### config.mk
export PLATFORM = sky130hd
export DESIGN_NAME = accumulator_control_fsm
export DESIGN_NICKNAME = d
export VERILOG_FILES = /design/src/rtl/control_pkg.sv /design/src/rtl/control_decode.sv /design/src/rtl/accumulator_control_fsm.sv
export SDC_FILE = /design/constraint.sdc
export NUM_CORES = 1
export LEC_CHECK = 0
export BUFFER_PORTS_ARGS = -buffer_cell sky130_fd_sc_hd__buf_4
export CORE_MARGIN = 2
export CORE_UTILIZATION = 38
export DETAILED_ROUTE_END_ITERATION = 6
export PLACE_DENSITY = 0.74
export SYNTH_ARGS = -nofsm -noshare
export SYNTH_HDL_FRONTEND = slang
export SYNTH_SLANG_ARGS = --single-unit
### constraint.sdc
create_clock -name CLK -period 2.8 [get_ports CLK]
set_clock_uncertainty 0.05 [all_clocks]
set_input_delay 0.14 -clock CLK [delete_from_list [all_inputs] [get_ports CLK]]
set_output_delay 0.14 -clock CLK [all_outputs]
set_load 0.05 [all_outputs]
### src/rtl/control_pkg.sv
// rtl/control_pkg.sv - shared encodings for the accumulator processor control unit
package control_pkg;

    localparam logic [3:0] OP_ADDI = 4'h0;
    localparam logic [3:0] OP_ANDI = 4'h1;
    localparam logic [3:0] OP_ORI  = 4'h2;
    localparam logic [3:0] OP_LDI  = 4'h3;
    localparam logic [3:0] OP_LW   = 4'h4;
    localparam logic [3:0] OP_SW   = 4'h5;
    localparam logic [3:0] OP_BEQZ = 4'h6;
    localparam logic [3:0] OP_J    = 4'h7;
    localparam logic [3:0] OP_HALT = 4'hF;

    typedef enum logic [2:0] {
        ST_FETCH,
        ST_DECODE,
        ST_EXEC,
        ST_MEM,
        ST_HALT
    } state_e;

    typedef enum logic [2:0] {
        CLS_ALU,
        CLS_MEM,
        CLS_BR,
        CLS_JMP,
        CLS_HALT,
        CLS_ILL
    } class_e;

    localparam logic [1:0] ALU_ADD    = 2'd0;
    localparam logic [1:0] ALU_AND    = 2'd1;
    localparam logic [1:0] ALU_OR     = 2'd2;
    localparam logic [1:0] ALU_PASS_B = 2'd3;

    localparam logic [1:0] PC_SRC_INC  = 2'd0;
    localparam logic [1:0] PC_SRC_BR   = 2'd1;
    localparam logic [1:0] PC_SRC_JUMP = 2'd2;

    localparam logic EXT_ZERO = 1'b0;
    localparam logic EXT_SIGN = 1'b1;

endpackage

### src/rtl/control_decode.sv
// rtl/control_decode.sv - combinational opcode decoder: class, extension and ALU op
module control_decode
    import control_pkg::*;
(
    input  logic [3:0] opcode_i,
    output class_e     cls_o,
    output logic       ext_sel_o,
    output logic [1:0] alu_op_o
);

    always_comb begin
        cls_o     = CLS_ILL;
        ext_sel_o = EXT_ZERO;
        alu_op_o  = ALU_ADD;
        case (opcode_i)
            OP_ADDI: begin
                cls_o     = CLS_ALU;
                ext_sel_o = EXT_SIGN;
                alu_op_o  = ALU_ADD;
            end
            OP_ANDI: begin
                cls_o    = CLS_ALU;
                alu_op_o = ALU_AND;
            end
            OP_ORI: begin
                cls_o    = CLS_ALU;
                alu_op_o = ALU_OR;
            end
            OP_LDI: begin
                cls_o    = CLS_ALU;
                alu_op_o = ALU_PASS_B;
            end
            OP_LW, OP_SW: cls_o = CLS_MEM;
            OP_BEQZ: begin
                cls_o     = CLS_BR;
                ext_sel_o = EXT_SIGN;
            end
            OP_J:    cls_o = CLS_JMP;
            OP_HALT: cls_o = CLS_HALT;
            default: cls_o = CLS_ILL;
        endcase
    end

endmodule

### src/rtl/accumulator_control_fsm.sv
// rtl/accumulator_control_fsm.sv - multicycle control FSM for the 16-bit accumulator core
module accumulator_control_fsm
    import control_pkg::*;
#(
    parameter int MEM_TIMEOUT = 15
) (
    input  logic       CLK,
    input  logic       Reset,
    input  logic [3:0] Opcode,
    input  logic       Mem_Ready,
    input  logic       Acc_Zero,
    output logic       PC_Write,
    output logic [1:0] PC_Src,
    output logic       IR_Write,
    output logic       Mem_Read,
    output logic       Mem_Write,
    output logic       Mem_Addr_Sel,
    output logic       Ext_Sel,
    output logic [1:0] ALU_Op,
    output logic       Acc_Write,
    output logic       Acc_Src,
    output logic       Halted,
    output logic       Illegal,
    output logic       Bus_Error
);

    localparam int WAIT_W = (MEM_TIMEOUT < 2) ? 1 : $clog2(MEM_TIMEOUT);
    localparam logic [WAIT_W-1:0] WAIT_LIMIT = WAIT_W'(MEM_TIMEOUT - 1);

    state_e            state_q, state_d;
    logic [WAIT_W-1:0] wait_q, wait_d;
    logic              bus_err_q, bus_err_d;

    class_e     dec_cls;
    logic       dec_ext;
    logic [1:0] dec_alu;
    logic       mem_wait;

    control_decode u_decode (
        .opcode_i  (Opcode),
        .cls_o     (dec_cls),
        .ext_sel_o (dec_ext),
        .alu_op_o  (dec_alu)
    );

    always_ff @(posedge CLK) begin
        if (Reset) begin
            state_q   <= ST_FETCH;
            wait_q    <= '0;
            bus_err_q <= 1'b0;
        end else begin
            state_q   <= state_d;
            wait_q    <= wait_d;
            bus_err_q <= bus_err_d;
        end
    end

    always_comb begin
        state_d      = state_q;
        wait_d       = '0;
        bus_err_d    = bus_err_q;
        PC_Write     = 1'b0;
        PC_Src       = PC_SRC_INC;
        IR_Write     = 1'b0;
        Mem_Read     = 1'b0;
        Mem_Write    = 1'b0;
        Mem_Addr_Sel = 1'b0;
        Ext_Sel      = EXT_ZERO;
        ALU_Op       = ALU_ADD;
        Acc_Write    = 1'b0;
        Acc_Src      = 1'b0;
        Illegal      = 1'b0;
        Halted       = 1'b0;
        Bus_Error    = bus_err_q;
        mem_wait     = 1'b0;

        case (state_q)
            ST_FETCH: begin
                Mem_Read = 1'b1;
                if (Mem_Ready) begin
                    IR_Write = 1'b1;
                    PC_Write = 1'b1;
                    state_d  = ST_DECODE;
                end else begin
                    mem_wait = 1'b1;
                end
            end
            ST_DECODE: begin
                Ext_Sel = dec_ext;
                ALU_Op  = dec_alu;
                case (dec_cls)
                    CLS_ALU, CLS_BR, CLS_JMP: state_d = ST_EXEC;
                    CLS_MEM:                  state_d = ST_MEM;
                    CLS_HALT:                 state_d = ST_HALT;
                    default: begin
                        Illegal = 1'b1;
                        state_d = ST_FETCH;
                    end
                endcase
            end
            ST_EXEC: begin
                Ext_Sel = dec_ext;
                ALU_Op  = dec_alu;
                case (dec_cls)
                    CLS_ALU: Acc_Write = 1'b1;
                    CLS_BR: begin
                        PC_Write = Acc_Zero;
                        PC_Src   = PC_SRC_BR;
                    end
                    CLS_JMP: begin
                        PC_Write = 1'b1;
                        PC_Src   = PC_SRC_JUMP;
                    end
                    default: ;
                endcase
                state_d = ST_FETCH;
            end
            ST_MEM: begin
                Mem_Addr_Sel = 1'b1;
                Ext_Sel      = dec_ext;
                ALU_Op       = dec_alu;
                if (Opcode == OP_SW) Mem_Write = 1'b1;
                else                 Mem_Read  = 1'b1;
                if (Mem_Ready) begin
                    if (Opcode != OP_SW) begin
                        Acc_Write = 1'b1;
                        Acc_Src   = 1'b1;
                    end
                    state_d = ST_FETCH;
                end else begin
                    mem_wait = 1'b1;
                end
            end
            ST_HALT: Halted = 1'b1;
            default: state_d = ST_FETCH;
        endcase

        // A ready in the limit cycle never reaches here, so the transfer wins over the timeout.
        if (mem_wait) begin
            if (wait_q == WAIT_LIMIT) begin
                state_d   = ST_HALT;
                bus_err_d = 1'b1;
            end else begin
                wait_d = wait_q + 1'b1;
            end
        end

        if (Reset) begin
            PC_Write     = 1'b0;
            PC_Src       = PC_SRC_INC;
            IR_Write     = 1'b0;
            Mem_Read     = 1'b0;
            Mem_Write    = 1'b0;
            Mem_Addr_Sel = 1'b0;
            Ext_Sel      = EXT_ZERO;
            ALU_Op       = ALU_ADD;
            Acc_Write    = 1'b0;
            Acc_Src      = 1'b0;
            Illegal      = 1'b0;
            Halted       = 1'b0;
            Bus_Error    = 1'b0;
        end
    end

endmodule
* Word level (Yosys, flattened, before mapping)
Cells that the tools add are included.
** Storage, ports and cells
- Word-level logic and storage cells :: 80
- Input port bits :: 8
- Memory bits (writable) :: 0
- Bits in latches :: 0
- Output and inout port bits :: 15
- Memory bits (read-only) :: 0
- Flip-flop bits (word level) :: 8
- Memories :: 0
** Cells by class
- Reduce and logical (&&, ||, !) cells :: 12
- Bitwise operators :: 1
- Equal/unequal tests :: 18
- Shift operators :: 0
- Div/mod/pow operators :: 0
- Magnitude comparators :: 0
- Add/subtract/negate cells :: 1
- Multipliers :: 0
- Multiplexer cells :: 45
** Operator list (number)
- 1-bit 2-to-1 mux :: 28
- 4-bit by 3-bit == test with 1-bit output, second input constant :: 4
- 3-bit one-hot mux with 5 select lines :: 1
- 3-bit by 2-bit == test with 1-bit output, second input constant :: 4
- 3-bit 2-to-1 mux :: 4
- 3-bit one-hot mux with 4 select lines :: 1
- 3-bit one-hot mux with 3 select lines :: 1
- 3-bit OR reduction :: 3
- 4-bit by 2-bit == test with 1-bit output, second input constant :: 2
- 4-bit == test, second input constant :: 2
- 2-bit 2-to-1 mux :: 4
- 1-bit one-hot mux with 2 select lines :: 4
- 3-bit by 1-bit == test with 1-bit output, second input constant :: 2
- 3-bit == test, second input constant :: 2
- 3-bit logical NOT :: 2
- 2-bit one-hot mux with 3 select lines :: 1
- 2-bit OR reduction :: 3
- 5-bit OR reduction :: 1
- 4-bit by 1-bit adder with 4-bit output, second input constant :: 1
- 4-bit by 1-bit == test with 1-bit output, second input constant :: 1
- 4-bit logical NOT :: 1
- 4-bit by 3-bit != test with 1-bit output, second input constant :: 1
- 2-bit one-hot mux with 2 select lines :: 1
- 4-bit OR reduction :: 1
- other kinds (2) :: 2

* Depth between registers and ports, before layout
Gate-level depths: netlist (run 1).
- Word-level depth :: 9
- Gate-level depth with buffers :: 5
- Mapped depth without buffers :: 5

* Modules after synthesis
A second synthesis (run 1) with hierarchy kept.
** Second synthesis, totals
- Cell total of the unflattened synthesis :: 84
- Area, all modules :: 654.4 µm²
** Modules (own cells, without submodules)
- accumulator_control_fsm :: area each 594.3 µm², times used 1, cells an instance 72
- control_decode :: area each 60.1 µm², times used 1, cells an instance 12

* Worst setup path after synthesis (run 1)
No wires, ideal clock.
- Path type :: register to output
- Start point :: register state_q[2]
- End point :: output ALU_Op[0]
- Stages on the path, launching flop included :: 5
- Data arrival time :: 1.960 ns
- Path slack :: 0.650 ns
- Cell sequence :: dfxtp_1 -> clkbuf_1 -> nor2_1 -> nand3b_1 -> nor3b_1
** Between the ends
- Cells in the longest elaborated chain, start to end :: 4
** RTL lines
- start, declared :: line accumulator_control_fsm.sv:30 : state_e state_q, state_d;
- start signal, assigned :: line accumulator_control_fsm.sv:52 : state_q <= state_d;
- 3-bit by 2-bit == test with 1-bit output / 3-bit by 1-bit == test with 1-bit output (equally long branches) :: line accumulator_control_fsm.sv:77 : case (state_q)
- 3-bit OR reduction (no line) (*)
- 2-bit 2-to-1 mux (*) :: line accumulator_control_fsm.sv:77
- 2-bit 2-to-1 mux (*) :: line accumulator_control_fsm.sv:148 : if (Reset) begin
- end, declared :: line accumulator_control_fsm.sv:19 : output logic [1:0] ALU_Op,
Every way passes the cells marked *; elsewhere a longest branch is shown, timed or not.

* Final worst setup path (run 1)
- Start point :: register state_q[0]
- End point :: output PC_Write
** Between the ends
- Cells in the longest elaborated chain, start to end :: 3
** RTL lines
- 3-bit by 2-bit == test with 1-bit output / 3-bit logical NOT (equally long branches) :: line accumulator_control_fsm.sv:77
- 1-bit one-hot mux with 2 select lines (*) :: line accumulator_control_fsm.sv:77
- 1-bit 2-to-1 mux (*) :: line accumulator_control_fsm.sv:148
- end, declared :: line accumulator_control_fsm.sv:12 : output logic PC_Write,
Marked as above.

==> results of run 1 <==
==> cells in the mapped netlist (all sizes together), types with 2 or more instances <==
library cell / n / area [um2]
dfxtp: 8 / 160
nand2: 3 / 11.3
inv: 4 / 15.0
o21ai: 3 / 15.0
nor2: 10 / 37.5
nand3: 5 / 25.0
nand2b: 2 / 12.5
nor2b: 2 / 12.5
nand4b: 2 / 17.5
nand3b: 2 / 15.0
buf: 2 / 16.3
and3: 4 / 25.0
xnor2: 2 / 17.5
clkbuf: 2 / 7.51
ha: 2 / 25.0
xor2: 2 / 17.5
nor3: 4 / 20.0
nor3b: 5 / 37.5
==> registers in the layout (all words and copies together) (netlist names) <==
name / flops
wait_q: 4
state_q: 3
bus_err_q: 1
==> power breakdown <==
| part | leakage [nW] | internal, W | switching [W] |
|---|---|---|---|
| Sequential | 0.0650 | 0.000117 | 0.00000781 |
| Combinational | 0.263 | 0.0000268 | 0.0000401 |
| Clock | 0.0138 | 0.0000489 | 0.0000372 |
==> per-layer routing <==
layer  wire length, um  track usage [%]
met4                 0             1.82
met1               632             20.3
met3                68             6.67
met5                 0                0
met2               704             27.9
==> kinds of logic (layout without fill, tap and decap cells) <==
| kind of cell | Yosys count | count (layout) | synth area share (%) |
|---|---|---|---|
| flip-flops | 8 | 8 | 26.7 |
| XOR/XNOR | 4 | 4 | 5.83 |
| buffers and inverters | 8 | 29 | 6.46 |
| adder cells (fa/ha/maj) | 2 | 2 | 4.17 |
| AND/OR/NAND/NOR | 44 | 44 | 43.5 |
| AO/OA/AOI/OAI | 11 | 11 | 13.3 |
==> final timing paths <==
kind	end	slack, ns	cells after the start	startpoint
worst min register to register	wait_q[0]	0.41	1	wait_q[0]
worst max-delay path	PC_Write	0.69	4	state_q[0]
worst max register to register	state_q[0]	1.40	3	state_q[0]
worst min-delay path	state_q[0]	0.19	4	Opcode[1]
==> stage by stage <==
| stage | utilization [%] | std cells | setup slack, ns | total power (W) | hold WS (ns) |
|---|---|---|---|---|---|
| floorplan | - | 77 | 0.650 | 0.000170 | 0.290 |
| detailed placement | 51.2 | 111 | 0.953 | 0.000194 | 0.403 |
| finish | 52.7 | 114 | 0.692 | 0.000278 | 0.192 |
| global placement | 51.2 | 111 | 1.07 | 0.000192 | 0.395 |
| global route | 52.7 | 114 | 0.540 | 0.000293 | 0.207 |
| CTS | 52.7 | 114 | 0.679 | 0.000281 | 0.192 |
==> cell type report <==
cell class	count	area share, %
Inverter	4	1.91
Clock buffer	3	2.87
Multi-Input combinational cell	61	51.2
Sequential cell	8	20.4
Tap cell	16	2.55
Timing Repair Buffer	22	21.1
==> worst max-delay path, delay by kind of cell, from the launching register on <==
family | cells | cell delay, ns
simple gates | 1 | 0.37
compound gates | 2 | 0.55
buf+inv | 1 | 0.26
flops | 1 | 0.47
==> summary.md, run 1 <==
| Metric | Value |
|---|---|
| Run status | `complete, no violations` |
| Fillers | `about 150` |
| Number of setup violations in the final report | `0` |
| Syn-to-layout area delta | `30.6%` |
| CP Launch Type | `flip-flop` |
| Leak pwr | `~0.34 nW` |
| Final setup TNS | `0 ns` |
| Critical Path RT | `about 2.6 ns` |
| CTS Buf Count | `3` |
| YS warnings | `0` |
| Least-Margin Pin Slew | `0.542 ns` |
| Antenna diodes | `0` |
| 1st-iter DRT viols | `8` |
| Clock sink total | `8` |
| Post-synth EDFFs | `0` |
| Gr usage total | `16.5%` |
| Syn nets | `87` |
| RSZ-0062 raised after global routing | `false` |
| Gpl congestion | `0.739` |
| Row cnt | `14` |
| Slew Limit Fails | `0` |
| Pwr per Cell Area | `between 300 and 400 nW/um2` |
| Vias in the first global route | `~580` |
| Die area | `1910 um2` |
| Most frequent cells in the layout | `22 x buf_4, 10 x nor2_1, 8 x dfxtp_1, 5 x nor3b_1, 5 x nand3_1` |
| Crit end category | `output pin` |
| Initial Util | `between 40% and 50%` |
| Largest net degree at the start of global routing | `18` |
| Die height | `43.8 um` |
| Post-synthesis sequential area ratio | `between 20% and 30%` |
| Synth cell types | `32` |
| First-pass GRT wire length | `roughly 2400 um` |
| Area post-placement | `about 760 um2` |
| Clock latency on the worst-skew pair | `0.25 ns` |
| Final instance area | `between 700 and 800 um2` |
| Ys flop type | `dfxtp_1` |
| Drt pass-1 iters | `2` |
| Setup Fix Bufs, Post-CTS | `0` |
| Period utilisation layout | `75.3%` |
| Maximum VDD drop | `0.303 mV` |
| # DRC | `0` |
| Die X | `43.8 um` |
| Register area | `around 160 um2` |
| Port Buffers | `22` |
| Multi-input logic area | `402 um2` |
| Max FO, Critical Path | `17` |
| Tmin final | `2.11 ns` |
| Core area | `1490 um2` |
| # Max-Cap Violations | `0` |
| IO Pins | `23` |
| Critical-path top delay cell | `dfxtp_1` |
| Post-CTS Resized | `0` |
| Clock root buffer | `clkbuf_4` |
| Crit Path Category | `reg -> out` |
| Max incr delay on CP | `between 0.4 and 0.5 ns` |
| Nets | `110` |
| Clock slew at reported path FFs | `0.05 ns` |
| Antenna Violating Nets Remaining | `0` |
| Cells after synthesis | `77` |
| Post-synthesis area per instance | `7.80 um2` |
| H-Tree Depth | `1` |
| Share of layout cells above drive strength 1 | `26.5%` |
| CTS tree | `done` |
| Commonest non-fill, non-tap cell in the layout | `buf_4` |
| Max Clk Rate | `474 MHz` |
| Detail Placement HPWL | `1090 um` |
| Antenna violations before repair | `0` |
| Rel. slew slack | `63.8%` |
| DR WL/cell | `12.3 um` |
| Syn Std Cell Area | `601 um2` |
| Max Root-Sink Buffers | `2` |
| Vias after detailed routing | `between 600 and 700` |
| Crit path DAT | `1.92 ns` |
| Fin. Hold Viols | `0` |
| CP cell instances | `and4bb_1 > o2111ai_1 > a2111oi_2 > buf_4` |
| DRT Wirelength | `1410 um` |
| CTS hold repair buffers | `0` |
| Grt total ovfl | `0` |
| Async SR Flop Fraction | `0%` |
| Via/cell ratio | `5.52` |
| Seq cells post-synth | `8` |
| Hold Path Class | `in -> reg` |
(Power assumes the default switching activity.)
==> inputs of run 2 (changes only) <==
Settings changed: PLACE_DENSITY 0.74 to 0.76.
Clock period 2.8 ns to 1.78 ns, I/O delays scaled along.
==> summary.md, run 2 (synthesized netlist as in run 1, its figures left out) <==
| Metric | Value |
|---|---|
| Via/cell ratio | `5.56 (+0.71%)` |
| Commonest non-fill, non-tap cell in the layout | `buf_4` |
| Rel. slew slack | `79.9% (+16 points)` |
| Die height | `43.8 um (unchanged)` |
| # Max-Cap Violations | `0 (unchanged)` |
| Max incr delay on CP | `0.33 ns (-0.14 ns)` |
| Run status | `complete, no violations` |
| 1st-iter DRT viols | `15 (+7)` |
| RSZ-0062 raised after global routing | `true` |
| Die X | `43.8 um (unchanged)` |
| Port Buffers | `22 (unchanged)` |
| Met1 wire length | `646 um (+2.2%)` |
| DRT Wirelength | `1480 um (+5.0%)` |
| DR WL/cell | `12.8 um (+4.1%)` |
| Min Hold Slack | `0.151 ns (-0.0418 ns)` |
| Crit end category | `output pin` |
| Max Clk Rate | `about 570 MHz` |
| Tmin final | `1.76 ns` |
| Pwr per Cell Area | `543 nW/um2 (+53%)` |
| Hold Path Class | `in -> reg` |
| CP cell instances | `and4bb_1 > o2111ai_1 > a2111oi_2 > buf_4` |
| Slew Limit Fails | `0 (unchanged)` |
| Max FO, Critical Path | `3 (-14)` |
| Core area | `1490 um2 (unchanged)` |
| Wire length on met2 | `705 um (+0.14%)` |
| Detail Placement HPWL | `1130 um (+3.1%)` |
| Share of layout cells above drive strength 1 | `33.3% (+6.8 points)` |
| Gpl congestion | `0.815 (+10%)` |
| Non-Filler Instances | `115 (+0.88%)` |
| Inst Count DP | `112 (+0.90%)` |
| Critical-path top delay cell | `a2111oi_2` |
| Largest net degree at the start of global routing | `17 (-1)` |
| Fillers | `151 (+3.4%)` |
| CTS Buf Count | `3 (unchanged)` |
| Nets | `111 (+0.91%)` |
| Leak pwr | `0.353 nW (+3.4%)` |
| CTS tree | `done` |
| Overall power | `0.000445 W (+60%)` |
| Number of setup violations in the final report | `0 (unchanged)` |
| Least-Margin Pin Slew | `0.301 ns (-0.241 ns)` |
| Initial Util | `40.3% (unchanged)` |
| Syn-to-layout area delta | `36.5%` |
| First-pass GRT wire length | `2460 um (+2.9%)` |
| Most frequent cells in the layout | `22 x buf_4, 9 x nor2_1, 7 x dfxtp_1, 5 x nand3_1` |
| Routed wl met3 | `106 um (+56%)` |
| Vias in the first global route | `564 (-2.6%)` |
| Critical Path RT | `1.64 ns (-0.97 ns)` |
| # DRC | `0 (unchanged)` |
| CTS hold repair buffers | `0 (unchanged)` |
| Antenna diodes | `0 (unchanged)` |
| Antenna violations before repair | `0 (unchanged)` |
| DR top layer | `met4` |
| Die area | `1910 um2 (unchanged)` |
| Largest reg by FF count | `wait_q` |
| Fin. Hold Viols | `0 (unchanged)` |
| IO Pins | `23 (unchanged)` |
| Row cnt | `14 (unchanged)` |
| Period utilisation layout | `98.6%` |
| Drt pass-1 iters | `3 (+1)` |
| Setup Fix Bufs, Post-CTS | `0 (unchanged)` |
| Clock root buffer | `clkbuf_4` |
| Grt total ovfl | `0 (unchanged)` |
| Crit Path Category | `reg -> out` |
| H-Tree Depth | `1 (unchanged)` |
| CP Launch Type | `flip-flop` |
| Max Root-Sink Buffers | `2 (unchanged)` |
| Vias after detailed routing | `639 (+1.6%)` |
| Antenna Violating Nets Remaining | `0 (unchanged)` |
| Crit path DAT | `1.62 ns (-0.30 ns)` |
| Top Registers | `wait_q x4, state_q x3, bus_err_q x1` |
| Clock sink total | `8 (unchanged)` |
| Clock slew at reported path FFs | `0.05 ns (about the same)` |
| Maximum VDD drop | `0.323 mV (+6.9%)` |
| Max FFs per register | `4 (unchanged)` |
| Clock latency on the worst-skew pair | `0.25 ns (about the same)` |
| Gr usage total | `17.0% (+0.48 points)` |
## run 2: cell type report
cell class	count	area, um2	share of cell area (%)
multi-input combinational	61	424	51.8
inverter	4	15.0	1.83
timing repair buffer	23	176	21.5
tap	16	20.0	2.44
sequential	8	161	19.7
clock buffer	3	22.5	2.75
## run 2: power by group
group          switching, W  internal (W)  leakage (nW)  total (W)
clock             0.0000597     0.0000770        0.0138   0.000137
combinational     0.0000720     0.0000453         0.274   0.000117
sequential       0.00000605      0.000185        0.0654   0.000191
## run 2: repair_timing
item | 4_1_cts | 5_1_grt
pin swaps | 0 | 1
endpoints found under the setup margin | 2 | 6
resized for setup | 1 | 4
## run 2: worst max-delay path, delay by kind of cell (launching register included)
family          cells  cell delay, ns
flops               1            0.32
compound gates      2            0.48
buf+inv             1            0.26
simple gates        1            0.31
## run 2: path summary, 6_finish.rpt
kind,endpoint,startpoint,depth (start not counted),slack (ns)
worst max-delay path,PC_Write,state_q[0],4,0.02
worst min register to register,wait_q[0],wait_q[0],1,0.41
worst min-delay path,state_q[0],Opcode[1],4,0.15
worst max register to register,state_q[0],state_q[0],4,0.50
## run 2: per-stage QoR
| step | util [%] | instance area (um2) | setup WS (ns) | TNS [ns] |
|---|---|---|---|---|
| finish | 55.0 | 820 | 0.0241 | 0 |
| global route | 55.0 | 820 | -0.0755 | -0.189 |
| CTS | 54.2 | 807 | 0.00121 | 0 |
| detailed placement | 52.4 | 779 | 0.253 | 0 |
| global placement | 52.4 | 779 | 0.287 | 0 |
| floorplan | - | 611 | -0.319 | -1.20 |
## run 2: layer usage
| metal | GRT usage [%] | vias up |
|---|---|---|
| met2 | 27.4 | 19 |
| met5 | 0 | - |
| met3 | 1.67 | 4 |
| li1 | - | 327 |
| met4 | 10.9 | 0 |
| met1 | 21.4 | 289 |
